File: config.mk
export PLATFORM = sky130hd
export DESIGN_NAME = pkt_sync_fifo_flat
export DESIGN_NICKNAME = d
export VERILOG_FILES = /design/src/rtl/pkt_fifo_pkg.sv /design/src/rtl/pkt_sync_fifo_if.sv /design/src/rtl/pkt_fifo_mem.sv /design/src/rtl/pkt_sync_fifo.sv /design/src/flat_wrapper.sv
export SDC_FILE = /design/constraint.sdc
export NUM_CORES = 1
export LEC_CHECK = 0
export ABC_AREA = 1
export CORE_ASPECT_RATIO = 1.75
export CORE_MARGIN = 8
export CORE_UTILIZATION = 55
export DETAILED_ROUTE_END_ITERATION = 6
export PLACE_DENSITY = 0.72
export RECOVER_POWER = 25
export SLEW_MARGIN = 0
export SYNTH_ARGS = -nofsm -noshare
export SYNTH_HDL_FRONTEND = slang
export SYNTH_HIERARCHICAL = 1
export SYNTH_SLANG_ARGS = --single-unit
File: constraint.sdc
create_clock -name clk -period 6.14 [get_ports clk]
set_clock_uncertainty 0.15 [all_clocks]
set_input_delay 1.228 -clock clk [delete_from_list [all_inputs] [get_ports clk]]
set_output_delay 1.228 -clock clk [all_outputs]
set_load 0.005 [all_outputs]
File: src/rtl/pkt_fifo_pkg.sv
// Shared types and word-layout constants for the single-clock packet FIFO.
// Stored word is {sop, data, eop}: eop in bit 0, sop in the top bit.
package pkt_fifo_pkg;

    typedef enum logic [1:0] {
        IDLE   = 2'd0,
        IN_PKT = 2'd1,
        DROP   = 2'd2
    } wr_state_e;

    localparam int EOP_BIT = 0;

    function automatic int sop_bit(input int data_width);
        return data_width + 1;
    endfunction

endpackage

File: src/rtl/pkt_sync_fifo_if.sv
// Write, read and status bundle of the packet FIFO; master is the client side.
// The FIFO itself connects through the slave modport.
interface pkt_sync_fifo_if #(
    parameter int DATA_WIDTH    = 32,
    parameter int ADDR_WIDTH    = 5,
    parameter int PKT_CNT_WIDTH = ADDR_WIDTH + 1
);
    logic                     wr_en;
    logic                     wr_sop;
    logic                     wr_eop;
    logic [DATA_WIDTH-1:0]    wr_data;
    logic                     rd_en;
    logic                     rd_valid;
    logic [DATA_WIDTH-1:0]    rd_data;
    logic                     rd_sop;
    logic                     rd_eop;
    logic                     full;
    logic                     almost_full;
    logic                     empty;
    logic                     almost_empty;
    logic [ADDR_WIDTH:0]      wr_lvl;
    logic [ADDR_WIDTH:0]      rd_lvl;
    logic [PKT_CNT_WIDTH-1:0] pkt_cnt;
    logic                     overflow;
    logic                     underflow;
    logic                     pkt_drop;
    logic                     frm_err;

    modport master (
        output wr_en, wr_sop, wr_eop, wr_data, rd_en,
        input  rd_valid, rd_data, rd_sop, rd_eop, full, almost_full, empty,
               almost_empty, wr_lvl, rd_lvl, pkt_cnt, overflow, underflow,
               pkt_drop, frm_err
    );

    modport slave (
        input  wr_en, wr_sop, wr_eop, wr_data, rd_en,
        output rd_valid, rd_data, rd_sop, rd_eop, full, almost_full, empty,
               almost_empty, wr_lvl, rd_lvl, pkt_cnt, overflow, underflow,
               pkt_drop, frm_err
    );
endinterface

File: src/rtl/pkt_fifo_mem.sv
// Simple dual-port RAM: synchronous write, registered read, no reset.
// Read data appears one cycle after rd_en; no backpressure.
module pkt_fifo_mem #(
    parameter int WIDTH      = 34,
    parameter int DEPTH      = 32,
    parameter int ADDR_WIDTH = $clog2(DEPTH)
) (
    input  logic                  clk,
    input  logic                  wr_en,
    input  logic [ADDR_WIDTH-1:0] wr_addr,
    input  logic [WIDTH-1:0]      wr_dat,
    input  logic                  rd_en,
    input  logic [ADDR_WIDTH-1:0] rd_addr,
    output logic [WIDTH-1:0]      rd_dat
);
    logic [WIDTH-1:0] mem [DEPTH];
    logic [WIDTH-1:0] rd_dat_q;

    always_ff @(posedge clk) begin
        if (wr_en) mem[wr_addr] <= wr_dat;
        if (rd_en) rd_dat_q <= mem[rd_addr];
    end

    assign rd_dat = rd_dat_q;
endmodule

File: src/rtl/pkt_sync_fifo.sv
// Single-clock packet FIFO with cut-through or store-and-forward visibility and drop-by-rewind.
// Writes land the same edge; reads return one cycle after rd_en; full refuses writes, empty refuses reads.
module pkt_sync_fifo
    import pkt_fifo_pkg::*;
#(
    parameter int DATA_WIDTH    = 32,
    parameter int DEPTH         = 32,
    parameter int ADDR_WIDTH    = $clog2(DEPTH),
    parameter int ALMOST        = 3,
    parameter int PKT_CNT_WIDTH = ADDR_WIDTH + 1
) (
    input  logic           clk,
    input  logic           rst,
    input  logic           sw_rst,
    input  logic           sf_en,
    pkt_sync_fifo_if.slave bus
);
    localparam int PW      = ADDR_WIDTH + 1;
    localparam int WW      = DATA_WIDTH + 2;
    localparam int SOP_BIT = sop_bit(DATA_WIDTH);
    localparam logic [PW-1:0] DEPTH_LVL = PW'(DEPTH);
    localparam logic [PW-1:0] AF_LVL    = PW'(DEPTH - ALMOST);
    localparam logic [PW-1:0] AE_LVL    = PW'(ALMOST);

    wr_state_e                state_q, state_d;
    logic [PW-1:0]            wr_ptr_q, wr_ptr_d, cm_ptr_q, cm_ptr_d, rd_ptr_q, rd_ptr_d;
    logic [PKT_CNT_WIDTH-1:0] pkt_cnt_q, pkt_cnt_d;
    logic rd_valid_q, rd_valid_d, overflow_q, overflow_d, underflow_q, underflow_d;
    logic pkt_drop_q, pkt_drop_d, frm_err_q, frm_err_d;

    logic [PW-1:0] wr_lvl, rd_lvl, vis_ptr, base;
    logic          full, empty, start, cont, base_full, commit, mem_we, rd_go, rd_eop_go;
    logic [PW-1:0] mem_wptr;
    logic [WW-1:0] mem_rdat;
    // eop copy kept in flops so pkt_cnt can drop on the same edge the eop word is read
    logic [DEPTH-1:0] eop_tag;

    assign vis_ptr = sf_en ? cm_ptr_q : wr_ptr_q;
    assign wr_lvl  = wr_ptr_q - rd_ptr_q;
    assign rd_lvl  = vis_ptr - rd_ptr_q;
    assign full    = (wr_lvl == DEPTH_LVL);
    assign empty   = (rd_lvl == '0);

    always_comb begin
        state_d    = state_q;
        wr_ptr_d   = wr_ptr_q;
        cm_ptr_d   = cm_ptr_q;
        mem_we     = 1'b0;
        mem_wptr   = wr_ptr_q;
        commit     = 1'b0;
        overflow_d = 1'b0;
        pkt_drop_d = 1'b0;
        frm_err_d  = 1'b0;
        start      = 1'b0;
        cont       = 1'b0;
        base       = wr_ptr_q;
        if (bus.wr_en) begin
            case (state_q)
                IDLE: begin
                    if (bus.wr_sop) start = 1'b1;
                    else            frm_err_d = 1'b1;
                end
                IN_PKT: begin
                    if (bus.wr_sop && sf_en) begin
                        frm_err_d  = 1'b1;
                        pkt_drop_d = 1'b1;
                        base       = cm_ptr_q;
                        start      = 1'b1;
                    end else begin
                        frm_err_d = bus.wr_sop;
                        cont      = 1'b1;
                    end
                end
                DROP: begin
                    if (bus.wr_sop)      start   = 1'b1;
                    else if (bus.wr_eop) state_d = IDLE;
                end
                default: state_d = IDLE;
            endcase
        end
        // a restarted packet sees the space freed by its own rewind
        base_full = ((base - rd_ptr_q) == DEPTH_LVL);
        if (start) begin
            wr_ptr_d = base;
            if (base_full) begin
                overflow_d = 1'b1;
                pkt_drop_d = 1'b1;
                state_d    = bus.wr_eop ? IDLE : DROP;
            end else begin
                mem_we   = 1'b1;
                mem_wptr = base;
                wr_ptr_d = base + 1'b1;
                commit   = bus.wr_eop;
                state_d  = bus.wr_eop ? IDLE : IN_PKT;
            end
        end
        if (cont) begin
            if (!full) begin
                mem_we   = 1'b1;
                wr_ptr_d = wr_ptr_q + 1'b1;
                commit   = bus.wr_eop;
                if (bus.wr_eop) state_d = IDLE;
            end else begin
                overflow_d = 1'b1;
                if (sf_en) begin
                    pkt_drop_d = 1'b1;
                    wr_ptr_d   = cm_ptr_q;
                    state_d    = bus.wr_eop ? IDLE : DROP;
                end else if (bus.wr_eop) begin
                    state_d = IDLE;
                end
            end
        end
        if (commit || !sf_en) cm_ptr_d = wr_ptr_d;
    end

    always_comb begin
        rd_go       = bus.rd_en && !empty;
        rd_ptr_d    = rd_go ? rd_ptr_q + 1'b1 : rd_ptr_q;
        rd_valid_d  = rd_go;
        underflow_d = bus.rd_en && empty;
        rd_eop_go   = rd_go && eop_tag[rd_ptr_q[ADDR_WIDTH-1:0]];
        pkt_cnt_d   = pkt_cnt_q;
        if (sf_en) begin
            case ({commit, rd_eop_go})
                2'b10:   pkt_cnt_d = pkt_cnt_q + 1'b1;
                2'b01:   pkt_cnt_d = pkt_cnt_q - 1'b1;
                default: pkt_cnt_d = pkt_cnt_q;
            endcase
        end
    end

    always_ff @(posedge clk) begin
        if (rst || sw_rst) begin
            state_q     <= IDLE;
            wr_ptr_q    <= '0;
            cm_ptr_q    <= '0;
            rd_ptr_q    <= '0;
            pkt_cnt_q   <= '0;
            rd_valid_q  <= 1'b0;
            overflow_q  <= 1'b0;
            underflow_q <= 1'b0;
            pkt_drop_q  <= 1'b0;
            frm_err_q   <= 1'b0;
        end else begin
            state_q     <= state_d;
            wr_ptr_q    <= wr_ptr_d;
            cm_ptr_q    <= cm_ptr_d;
            rd_ptr_q    <= rd_ptr_d;
            pkt_cnt_q   <= pkt_cnt_d;
            rd_valid_q  <= rd_valid_d;
            overflow_q  <= overflow_d;
            underflow_q <= underflow_d;
            pkt_drop_q  <= pkt_drop_d;
            frm_err_q   <= frm_err_d;
        end
    end

    always_ff @(posedge clk) begin
        if (mem_we) eop_tag[mem_wptr[ADDR_WIDTH-1:0]] <= bus.wr_eop;
    end

    pkt_fifo_mem #(
        .WIDTH      (WW),
        .DEPTH      (DEPTH),
        .ADDR_WIDTH (ADDR_WIDTH)
    ) u_mem (
        .clk     (clk),
        .wr_en   (mem_we),
        .wr_addr (mem_wptr[ADDR_WIDTH-1:0]),
        .wr_dat  ({bus.wr_sop, bus.wr_data, bus.wr_eop}),
        .rd_en   (rd_go),
        .rd_addr (rd_ptr_q[ADDR_WIDTH-1:0]),
        .rd_dat  (mem_rdat)
    );

    assign bus.rd_valid     = rd_valid_q;
    assign bus.rd_data      = rd_valid_q ? mem_rdat[DATA_WIDTH:1] : '0;
    assign bus.rd_sop       = rd_valid_q & mem_rdat[SOP_BIT];
    assign bus.rd_eop       = rd_valid_q & mem_rdat[EOP_BIT];
    assign bus.full         = full;
    assign bus.almost_full  = (wr_lvl >= AF_LVL);
    assign bus.empty        = empty;
    assign bus.almost_empty = (rd_lvl <= AE_LVL);
    assign bus.wr_lvl       = wr_lvl;
    assign bus.rd_lvl       = rd_lvl;
    assign bus.pkt_cnt      = pkt_cnt_q;
    assign bus.overflow     = overflow_q;
    assign bus.underflow    = underflow_q;
    assign bus.pkt_drop     = pkt_drop_q;
    assign bus.frm_err      = frm_err_q;
endmodule

File: src/flat_wrapper.sv
// flat-port wrapper written by rule: the top's interface ports become plain ports
module pkt_sync_fifo_flat import pkt_fifo_pkg::*;
#(
    parameter int DATA_WIDTH    = 32,
    parameter int DEPTH         = 32,
    parameter int ADDR_WIDTH    = $clog2(DEPTH),
    parameter int ALMOST        = 3,
    parameter int PKT_CNT_WIDTH = ADDR_WIDTH + 1
)
  (clk, rst, sw_rst, sf_en, bus_wr_en, bus_wr_sop, bus_wr_eop, bus_wr_data, bus_rd_en, bus_rd_valid, bus_rd_data, bus_rd_sop, bus_rd_eop, bus_full, bus_almost_full, bus_empty, bus_almost_empty, bus_wr_lvl, bus_rd_lvl, bus_pkt_cnt, bus_overflow, bus_underflow, bus_pkt_drop, bus_frm_err);
  pkt_sync_fifo_if #(.DATA_WIDTH(DATA_WIDTH), .ADDR_WIDTH(ADDR_WIDTH), .PKT_CNT_WIDTH(PKT_CNT_WIDTH)) bus_i ();
  input  logic clk;
  input  logic rst;
  input  logic sw_rst;
  input  logic sf_en;
  input wire logic [$bits(bus_i.wr_en)-1:0] bus_wr_en;
  input wire logic [$bits(bus_i.wr_sop)-1:0] bus_wr_sop;
  input wire logic [$bits(bus_i.wr_eop)-1:0] bus_wr_eop;
  input wire logic [$bits(bus_i.wr_data)-1:0] bus_wr_data;
  input wire logic [$bits(bus_i.rd_en)-1:0] bus_rd_en;
  output wire logic [$bits(bus_i.rd_valid)-1:0] bus_rd_valid;
  output wire logic [$bits(bus_i.rd_data)-1:0] bus_rd_data;
  output wire logic [$bits(bus_i.rd_sop)-1:0] bus_rd_sop;
  output wire logic [$bits(bus_i.rd_eop)-1:0] bus_rd_eop;
  output wire logic [$bits(bus_i.full)-1:0] bus_full;
  output wire logic [$bits(bus_i.almost_full)-1:0] bus_almost_full;
  output wire logic [$bits(bus_i.empty)-1:0] bus_empty;
  output wire logic [$bits(bus_i.almost_empty)-1:0] bus_almost_empty;
  output wire logic [$bits(bus_i.wr_lvl)-1:0] bus_wr_lvl;
  output wire logic [$bits(bus_i.rd_lvl)-1:0] bus_rd_lvl;
  output wire logic [$bits(bus_i.pkt_cnt)-1:0] bus_pkt_cnt;
  output wire logic [$bits(bus_i.overflow)-1:0] bus_overflow;
  output wire logic [$bits(bus_i.underflow)-1:0] bus_underflow;
  output wire logic [$bits(bus_i.pkt_drop)-1:0] bus_pkt_drop;
  output wire logic [$bits(bus_i.frm_err)-1:0] bus_frm_err;
  assign bus_i.wr_en = bus_wr_en;
  assign bus_i.wr_sop = bus_wr_sop;
  assign bus_i.wr_eop = bus_wr_eop;
  assign bus_i.wr_data = bus_wr_data;
  assign bus_i.rd_en = bus_rd_en;
  assign bus_rd_valid = bus_i.rd_valid;
  assign bus_rd_data = bus_i.rd_data;
  assign bus_rd_sop = bus_i.rd_sop;
  assign bus_rd_eop = bus_i.rd_eop;
  assign bus_full = bus_i.full;
  assign bus_almost_full = bus_i.almost_full;
  assign bus_empty = bus_i.empty;
  assign bus_almost_empty = bus_i.almost_empty;
  assign bus_wr_lvl = bus_i.wr_lvl;
  assign bus_rd_lvl = bus_i.rd_lvl;
  assign bus_pkt_cnt = bus_i.pkt_cnt;
  assign bus_overflow = bus_i.overflow;
  assign bus_underflow = bus_i.underflow;
  assign bus_pkt_drop = bus_i.pkt_drop;
  assign bus_frm_err = bus_i.frm_err;
  pkt_sync_fifo #(.DATA_WIDTH(DATA_WIDTH), .DEPTH(DEPTH), .ADDR_WIDTH(ADDR_WIDTH), .ALMOST(ALMOST), .PKT_CNT_WIDTH(PKT_CNT_WIDTH)) u_core (.clk(clk), .rst(rst), .sw_rst(sw_rst), .sf_en(sf_en), .bus(bus_i));
endmodule
==> reports/qor.yml <==
die_h_um: 413.6
r2r-start: "u_core/wr_ptr_q[0]"
internal_power_mw: 12.81
synth_cell_types: 46
path_buf_inv: 6
crit_chain: "clkdlybuf4s50_1, buf_4, nand2_1, inv_1, a21oi_1, fa_1, o21ai_0, xor2_1, or3_1, nor2_1, nand3_1, buf_4, inv_1, clkdlybuf4s50_1"
grt_max_degree: 209
yosys-top-cells-count: "nand2_1 (1,697), edfxtp_1 (1,154), nand3_1 (873)"
grt_pass1_wl_um: 198300
htree_levels: 3
setup_viol: 0
drt_drc_violations_left: 0
grt.total_usage_pct: 25.97
final_max_slew_viol_count: 661
ys.flop_type: "edfxtp_1"
syn-num-nets: 4486
min_period_over_period_pct: 94.46
async_flop_share_pct: 0
vias: 34027
insertion_delay_ns: 0.71
syn_inst: 4420
p_per_area_nw_per_um2: 310.4
crit_type: "primary input to primary output"
fmax_ghz: 0.1724
ys.warnings.count: 6
path_delay_family: "buffers and inverters"
antenna_found_initial: 2
rrSetupSlack_ns: 1.57
cts_max_path_buffers: 3
max_stage_delay_ns: 0.63
maxCapViolCount: 20
hold_class: "register to register"
num_io_pins: 101
row_count: 146
p_sw_mw: 4.308
start_util_pct: 55.16
reg2regPathDepth: 24
required_ns: 4.76
pwr-share-comb_pct: 11.4
hold_buffers: 0
via_per_inst: 5.924
synth.most_common_cell: "nand2_1"
switching_share_pct: 25.17
violations: "capacitance limit, slew limit"
gp_congestion: 0.8671
synthTopCellsByArea: "edfxtp_1 (70%), nand2_1 (13%), nand3_1 (8.8%), buf_2 (1.2%), dfxtp_1 (1.2%)"
crit_path_max_fanout: 12
worstHoldPathCells: 2
cp_num_cells: 14
syn_area_um2: 49670
tightestPinTransition_ns: 2.206
critical_path.slowest_cell: "clkdlybuf4s50_1"
clock-root-buffer: "clkbuf_16"
nNetsFinal: 4553
tritoncts: "yes"
core_um2: 90060
status: "finished with violations"
area_growth_pct: 11.03
dp_hpwl_um: 78990
cts_buffers: 98
postCtsSetupBuffers: 0
clock_power_share_pct: 35.0
rr_endpoint: "u_core/bus.pkt_cnt[5]"
critPathCaptureType: "primary output"
grt_pass1_vias: 33273
grt_overflow_total: 0
clock_sinks: 1185
vdd_ir_drop_max_mv: 0.2201
finalPower_mw: 17.12
synth_area_leader_cell: "edfxtp_1"
p_leak_nw: 20.37
critPathLaunch: "sf_en"
ctsResizeCount: 0
fin_crit_ns: 5.800
synth_seq_cells: 1185
dr.first_iter.drc_count: 3701
sequentialPowerShare_pct: 53.6
die_w_um: 243.2
io_buffers: 100
firstDrtPassIters: 6
hold_violations: 0
die_area_um2: 100600
cp-start-kind: "primary input"
cp-endpoint: "bus_empty"
drive_gt1_share_pct: 7.458
wire_per_inst_um: 23.21
relSlewSlack_pct: -47.08
cp.arrival_ns: 4.42
setup-tns-final_ns: 0
synth_top_area_share_pct: 69.76
rsz0062_at_grt: "false"
synth_edf_count: 1154
wl_um: 133300
clk_pin_slew_worst_paths_ns: 0.06
avgSynthCellArea_um2: 11.24
detail-route-antenna-nets: 0
seq_area_frac_synth_pct: 71.01
-- power groups by stage --
stage	Combinational, mW	Sequential, mW	Clock (mW)
floorplan	1.14	9.31	0
global placement	1.92	9.34	0
detailed placement	1.94	9.34	0
CTS	1.95	9.17	6.05
global route	2.13	9.18	6.34
finish	1.96	9.17	5.99
-- metrics by stage --
stage	instance area [um2]	setup WS [ns]	std cells	util, %	hold WS, ns
5_1_grt	55150	0.1063	5743	61.24	0.3632
3_5_place_dp	52170	0.3065	5571	57.93	0.3277
2_1_floorplan	49670	0.3998	4420	-	0.3053
6_report	55150	0.3402	5744	61.24	0.3422
3_3_place_gp	52170	0.1819	5571	57.93	0.3550
4_1_cts	55170	0.3412	5743	61.26	0.3446
-- metal layers --
metal	routed length [um]	up-vias	GRT usage [%]
met4	7061	2	13.62
li1	-	15376	-
met2	68360	1728	45.84
met5	13	-	0
met1	47250	16563	30.72
met3	10610	358	3.703
-- final cells by class --
cell class                      instances  area, um2
Antenna cell                            1      2.502
Timing Repair Buffer                  217       2032
Clock inverter                         54      476.7
Tap cell                             1184       1481
Fill cell                            6871      34910
Sequential cell                      1185      35290
Inverter                              123      485.5
Clock buffer                          118       2527
Multi-Input combinational cell       2862      12850
-- how the worst min path moves through the flow --
stage,slack [ns],end,start
detailed placement,0.33,u_core/bus.pkt_cnt[5],u_core/bus.pkt_cnt[5]
finish,0.34,u_core/bus.pkt_cnt[5],u_core/bus.pkt_cnt[5]
floorplan,0.31,u_core/bus.pkt_cnt[5],u_core/bus.pkt_cnt[5]
global placement,0.35,u_core/bus.pkt_cnt[5],u_core/bus.pkt_cnt[5]
CTS,0.34,u_core/bus.pkt_cnt[5],u_core/bus.pkt_cnt[5]
global route,0.36,u_core/bus.pkt_cnt[5],u_core/bus.pkt_cnt[5]
-- worst min-delay path, delay by kind of cell (launching register included) --
family          cells  cell delay, ns
compound gates      1            0.05
buf+inv             1            0.07
flops               1            0.33
-- logic make-up after synthesis --
family,Yosys count,share of synthesized area (%)
AND/OR/NAND/NOR,2699,22.98
flip-flops,1185,71.01
buffers and inverters,373,3.594
AO/OA/AOI/OAI,113,1.292
adder cells (fa/ha/maj),26,0.7002
XOR/XNOR,24,0.4232
-- flip-flops by register name, summed over array words and instances (netlist names) --
register / cells
u_core/u_mem/mem: 1088
u_core/eop_tag: 32
u_core/bus.rd_valid: 1
u_core/bus.pkt_cnt: 6
u_core/bus.overflow: 1
u_core/bus.underflow: 1
u_core/wr_ptr_q: 6
u_core/cm_ptr_q: 6
u_core/rd_ptr_q: 6
u_core/bus.frm_err: 1
u_core/u_mem/rd_dat: 34
u_core/state_q: 2
u_core/bus.pkt_drop: 1
-- layout by cell type (no fill, tap or decap), types with 4 or more instances in the layout --
cell and count:
o21ai_2 5, nor2_1 53, nand2_2 16, ha_1 23, clkinv_8 4, nor2_2 4
buf_12 23, inv_1 108, nand3_2 6, a21oi_1 58, bufinv_16 5, nand2_1 1697
clkinv_1 22, dfxtp_4 4, xor2_1 18, o21ai_1 5, nor2_4 32, edfxtp_1 1154
clkinvlp_4 4, inv_2 8, dfxtp_1 25, clkbuf_1 40, a22oi_1 6, o21ai_0 24
nand3_1 873, xnor2_1 6, clkdlybuf4s50_1 78, clkinv_2 17, nand2_4 4, clkbuf_16 98
buf_4 94
No activity file was read; power rests on OpenSTA's default activity.
